### src/rtl/bank_reader.sv
// rtl/bank_reader.sv - read-side burst controller for one SRAM bank with a 2-entry output FIFO
module bank_reader #(
  parameter int ADDR_W = 7,
  parameter int DATA_W = 128,
  parameter int LEN_W  = 8
) (
  input  logic              vsi_clk,
  input  logic              vsi_reset_n,
  input  logic              start,
  input  logic [ADDR_W-1:0] start_addr,
  input  logic [LEN_W-1:0]  length,
  output logic              busy,
  output logic              done,
  output logic              vsi_outputChipSelect,
  output logic [ADDR_W-1:0] vsi_outputAddr,
  input  logic [DATA_W-1:0] vsi_outputData,
  output logic [DATA_W-1:0] m_data,
  output logic              m_valid,
  input  logic              m_ready
);

  typedef enum logic [1:0] {
    S_IDLE  = 2'd0,
    S_ISSUE = 2'd1,
    S_DRAIN = 2'd2,
    S_DONE  = 2'd3
  } state_t;

  state_t            r_state;
  state_t            w_next_state;
  logic [ADDR_W-1:0] r_addr;
  logic [LEN_W-1:0]  r_remaining;
  logic              r_inflight;
  logic [DATA_W-1:0] r_buf [2];
  logic              r_wr_ptr;
  logic              r_rd_ptr;
  logic [1:0]        r_count;

  logic              w_pop;
  logic              w_push;
  logic              w_issue;
  logic              w_load;
  logic [2:0]        w_occupancy;
  logic [1:0]        w_count_next;

  // A word leaves when the head is offered and accepted; bank data lands the
  // cycle after its chip select, so the in-flight flag doubles as the push.
  assign w_pop        = m_valid & m_ready;
  assign w_push       = r_inflight;
  // Slots already committed (buffered + on the way) after this cycle's pop.
  assign w_occupancy  = {1'b0, r_count} + {2'b00, r_inflight} - {2'b00, w_pop};
  assign w_count_next = r_count + {1'b0, w_push} - {1'b0, w_pop};

  assign vsi_outputChipSelect = w_issue;
  assign vsi_outputAddr       = r_addr;
  assign m_valid              = (r_count != 2'd0);
  assign m_data               = r_buf[r_rd_ptr];

  // State register.
  always_ff @(posedge vsi_clk or negedge vsi_reset_n) begin
    if (!vsi_reset_n) begin
      r_state <= S_IDLE;
    end else begin
      r_state <= w_next_state;
    end
  end

  // Next-state, read issue and status outputs.
  always_comb begin
    w_next_state = r_state;
    w_issue      = 1'b0;
    w_load       = 1'b0;
    busy         = 1'b0;
    done         = 1'b0;
    case (r_state)
      S_IDLE: begin
        if (start) begin
          if (length != '0) begin
            w_load       = 1'b1;
            w_next_state = S_ISSUE;
          end else begin
            w_next_state = S_DONE;
          end
        end
      end
      S_ISSUE: begin
        busy = 1'b1;
        if (w_occupancy < 3'd2) begin
          w_issue = 1'b1;
          if (r_remaining == LEN_W'(1)) begin
            w_next_state = S_DRAIN;
          end
        end
      end
      S_DRAIN: begin
        busy = 1'b1;
        // Leave as soon as the final word is being accepted this cycle.
        if (!r_inflight && (w_count_next == 2'd0)) begin
          w_next_state = S_DONE;
        end
      end
      S_DONE: begin
        done         = 1'b1;
        w_next_state = S_IDLE;
      end
      default: w_next_state = S_IDLE;
    endcase
  end

  // Burst address and remaining-word bookkeeping; address wraps at the bank end.
  always_ff @(posedge vsi_clk or negedge vsi_reset_n) begin
    if (!vsi_reset_n) begin
      r_addr      <= '0;
      r_remaining <= '0;
      r_inflight  <= 1'b0;
    end else begin
      r_inflight <= w_issue;
      if (w_load) begin
        r_addr      <= start_addr;
        r_remaining <= length;
      end else if (w_issue) begin
        r_addr      <= r_addr + ADDR_W'(1);
        r_remaining <= r_remaining - LEN_W'(1);
      end
    end
  end

  // Two-entry output FIFO; bank data is captured unconditionally when it arrives.
  always_ff @(posedge vsi_clk or negedge vsi_reset_n) begin
    if (!vsi_reset_n) begin
      r_buf[0] <= '0;
      r_buf[1] <= '0;
      r_wr_ptr <= 1'b0;
      r_rd_ptr <= 1'b0;
      r_count  <= 2'd0;
    end else begin
      if (w_push) begin
        r_buf[r_wr_ptr] <= vsi_outputData;
        r_wr_ptr        <= ~r_wr_ptr;
      end
      if (w_pop) begin
        r_rd_ptr <= ~r_rd_ptr;
      end
      r_count <= w_count_next;
    end
  end

endmodule
### config.mk
export PLATFORM = sky130hd
export DESIGN_NAME = bank_reader
export DESIGN_NICKNAME = d
export VERILOG_FILES = /design/src/rtl/bank_reader.sv
export SDC_FILE = /design/constraint.sdc
export NUM_CORES = 1
export LEC_CHECK = 0
export CORE_MARGIN = 2
export CORE_UTILIZATION = 54
export DETAILED_ROUTE_END_ITERATION = 6
export PLACE_DENSITY = 0.83
export SYNTH_ARGS = -nofsm -noshare
export SYNTH_HDL_FRONTEND = slang
export SYNTH_SLANG_ARGS = --single-unit
### constraint.sdc
create_clock -name vsi_clk -period 6.05 [get_ports vsi_clk]
set_clock_uncertainty 0.2 [all_clocks]
set_input_delay 1.5125 -clock vsi_clk [delete_from_list [all_inputs] [get_ports vsi_clk]]
set_output_delay 1.5125 -clock vsi_clk [all_outputs]
set_load 0.1 [all_outputs]
# Yosys cells after proc, flatten, opt, wreduce, memory -nomap -nowiden
# Cells that the tools add are included.
word_totals:
  reg_bits: 278
  in_bits: 147
  output_inout_bits: 139
  word_cells: 65
op_classes:
  add_sub_neg: 6
  n_lt_le_gt_ge: 4
  n_eq_ne: 8
  mux: 23
  bitwise: 5
  n_reduce_logical: 10
op_table:
  columns: ["operator", "count"]
  rows:
  - ["$mux 128", 4]
  - ["$bwmux 256", 1]
  - ["$demux 128 s1", 1]
  - ["$mux 8", 2]
  - ["$mux 7", 2]
  - ["$mux 2", 5]
  - ["$eq 8x1->1 const B", 1]
  - ["$ne 2x2->1 const B", 4]
  - ["$pmux 2 s4", 1]
  - ["$reduce_bool 8->1", 1]
  - ["$sub 8x1->8 const B", 1]
  - ["$add 7x1->7 const B", 1]
  - ["$mux 1", 7]
  - ["$eq 2x2->1 const B", 2]
  - ["$ge 2x2->1 const B", 2]
  - ["$logic_not 2->1", 2]
  - ["$not 1->2", 2]
  - ["$reduce_and 4->1", 1]
  - ["$reduce_bool 2->1", 2]
  - ["$add 2x1->3", 1]
  - ["$lt 3x2->1 const B", 1]
  - ["$sub 3x1->3", 1]
  - ["$add 2x1->2", 1]
  - ["$eq 2x1->1 const B", 1]
  - ["7 further kinds", 9]

# Longest topological paths before layout
# Gate-level depths: netlist of run 1.
depth:
  word_depth: 8
  ltp_mapped: 11
  depth_no_buf: 11

# Least setup slack after synthesis of run 1
# Ideal clock, no wire load.
synth_timing:
  path_type: "input to output"
  start: "input m_ready"
  end: "output vsi_outputChipSelect"
  t_arrival_ns: 3.835
  t_required_ns: 4.337
  path_slack_ns: 0.503
  cell_stages: 7
  path_buffers: 0
  path_cell_list: "and2_1 -> ha_1 -> inv_1 -> ha_1 -> fa_1 -> nand2b_1 -> nor2_2"
synth_via:
  elab_chain_len: 5
synth_rtl:
  columns: ["item", "line_no", "rtl"]
  rows:
  - ["start, declared", "19", "input logic m_ready"]
  - ["$and 1x1->1", "48", "assign w_pop = m_valid & m_ready;"]
  - ["$sub 3x1->3", "51", "assign w_occupancy = {1'b0, r_count} + {2'b00, r_inflight} - {2'b00, w_pop};"]
  - ["$lt 3x2->1", "88", "if (w_occupancy < 3'd2) begin"]
  - ["$mux 1", "88", null]
  - ["$mux 1", "75", "case (r_state)"]
  - ["end, declared", "14", "output logic vsi_outputChipSelect,"]
# No other way between the ends.

# Final worst setup path of run 1
layout_timing:
  start: "input m_ready"
  end: "output vsi_outputChipSelect"
layout_via:
  elab_chain_len: 5
layout_rtl:
  columns: ["item", "line_no", "rtl"]
  rows:
  - ["$and 1x1->1", "48", null]
  - ["named net w_pop", "39", "logic w_pop;"]
  - ["$sub 3x1->3", "51", null]
  - ["$lt 3x2->1", "88", null]
  - ["$mux 1", "88", null]
  - ["$mux 1", "75", null]
# The timed path passes the listed nets, and every way through them passes these cells.

==> results of run 1 <==
-- state kept, by name, summed over array words and instances (netlist names) --
signal / flops
r_buf: 256
r_remaining: 8
vsi_outputAddr: 7
r_count: 2
r_state: 2
r_inflight: 1
r_rd_ptr: 1
r_wr_ptr: 1
-- worst max-delay path, cell delays in order --
cell	delay [ps]
clkdlybuf4s50_1	390
and2_1	150
ha_1	270
inv_1	40
ha_1	180
fa_1	530
nand2b_1	290
nor2_2	230
buf_12	210
-- through the flow --
step,instance area (µm²),std cells
after floorplan,12300,816
after global placement,15400,1352
after detailed placement,15400,1352
after CTS,16400,1406
after global routing,16400,1407
final,16400,1407
-- path summary, 6_finish.rpt --
path | slack (ps) | to | from | cells past startpoint
worst max-delay path | 540 | vsi_outputChipSelect | m_ready | 9
worst min-delay path | 300 | r_buf[66] | r_buf[66] | 1
worst max register to register | 2900 | r_remaining[7] | r_count[1] | 11
worst min register to register | 300 | r_buf[66] | r_buf[66] | 1
max in group asynchronous | 3600 | r_rd_ptr | vsi_reset_n | 2
min in group asynchronous | 850 | r_buf[58] | vsi_reset_n | 1
-- placed cells by master, fill, tap and decap left out, drive strengths merged, types with 2 or more instances in the layout --
master           n
nor3             4
nor4             5
mux2i            3
nand2           18
clkbuf          49
clkinv           3
nor2             4
dfrtp          278
nor2b            3
o21ai           15
nand2b           2
mux2           385
ha              10
inv              9
buf             14
nand4            3
xor2             6
nand3            6
xnor2           11
clkdlybuf4s50  282
-- layer usage --
metal  share of wire (%)  wire length [µm]
met4                 1.7               444
met5                   0                 0
met1                  43             11400
met3                 8.2              2180
met2                  47             12600
-- final cells by class --
type / count / area, µm²
Clock buffer: 49 / 913
Timing Repair Buffer: 296 / 2970
Antenna cell: 1 / 2.50
Tap cell: 285 / 357
Multi-Input combinational cell: 485 / 5060
Inverter: 8 / 30.0
Fill cell: 1545 / 6080
Clock inverter: 5 / 53.8
Sequential cell: 278 / 6960
-- cells by family (layout without fill, tap and decap cells) --
group           Yosys count  count (layout)  share of synthesized area, %
compound gates           19              19                         0.899
xor+xnor                 17              17                          1.28
fa+ha+maj                11              11                          1.18
buf+inv                  53             358                          2.00
flops                   278             278                          56.8
mux                     388             388                          35.6
other cells               0               1                             0
simple gates             50              50                          2.22
==> metrics.yaml, run 1 <==
yosys:
  syn_area_um2: 12300
  yosysTopAreaCellShare_pct: 56.8
  synth.area.top_cells: "dfrtp_1 57%, mux2_2 35%, buf_2 1.5%"
  syn_inst: 816
  synth_common_cells: "385 x mux2_2, 278 x dfrtp_1, 37 x buf_2, 18 x nand2_1, 14 x o21ai_0"
  ys_ff_latch: 278
  synth_most_common_cell: "mux2_2"
  syn_area_per_cell_um2: 15.0
  synthArstFlopShare_pct: 100
  yosysUniqueCellTypes: 33
  synth_area_leader_cell: "dfrtp_1"
  synth_edf_count: 0
  synth-main-ff-cell: "dfrtp_1"
  syn-num-nets: 974
  synth-warning-count: 0
  ys_seq_area_share_pct: 56.8
global_route:
  grt_max_degree: 132
  grtUsageTotal_pct: 21.9
  use_met1_pct: 29.2
  use_met3_pct: 6.56
  grt_pass1_vias: 8061
  grt_pass1_wl_um: 42200
  grt-ovfl-total: 0
  grt-busiest-layer: "met2"
  grt_use_met2_pct: 36.0
  antenna_found_initial: 1
clocking:
  ctsHoldBuffers: 0
  numCtsBuffers: 30
  path_clk_slew_ps: 60
  cts_root_buffer: "clkbuf_16"
  clock_sinks: 278
  clk_latency_ps: 530
  cts_resized: 0
  htreeDepth: 1
  cts_tree: "yes"
  clk_path_buf_depth: 3
  post-cts-setup-buffer-count: 0
sta:
  finalSetupViolations: 0
  slew_viol_final: 0
  max_freq_ghz: 0.182
  hold_viol: 0
  rsz0062_at_grt: "no"
  finalSetupTns_ps: 0
  final.setup.worst_slack_ps: 541
  maxSlewHeadroom_pct: 29.8
  finalCritPeriodShare_pct: 91.1
  fin_crit_ps: 5510
  tightest_slew_ps: 1050
  hold_slack_ps: 297
floorplanning:
  die_area_um2: 23900
  io-pin-count: 286
  die_w_um: 155
  core_area_um2: 22400
  die_h_um: 155
  initial_core_util_pct: 54.6
  rows: 55
worst_setup_path:
  critical_path_class: "primary input to output pin"
  critPathLaunchType: "primary input"
  endpoint_kind: "output pin"
  cp_max_fo: 6
  critPathArrivalTime_ps: 3800
  cp.required_ps: 4340
detailed_routing:
  drtIter0Drc: 270
  dr.pass1.iters: 4
  via_per_inst: 5.38
  ant_nets: 0
  drc: 0
  wl_um: 26700
  wl_per_cell_um: 19.0
  num_vias: 7576
placed_design:
  place_congestion: 0.799
  dp_hpwl_um: 17500
  port_buffers: 285
  pre_cts_ws_ps: 572
job:
  cap_violations: 0
layout:
  final_core_util_pct: 72.9
  syn_to_final_growth_pct: 33.5
  drive_above_1_share_pct: 40.3
  num-nets-final: 1257
min_path:
  worstHoldPathType: "flop to flop"
status:
  status: "finished, final reports clean"
Power of run 1 is left out: the tool's default activity adds up to more than one toggle a clock period on the data nets, which glitch-free logic cannot reach.
==> run 2: changes to the inputs <==
Settings changed: HOLD_SLACK_MARGIN set to 0.08.
==> results of run 2 <==
The final DEF is identical to that of run 1; final timing and power are the same.
Power of run 2 is left out for the same reason.
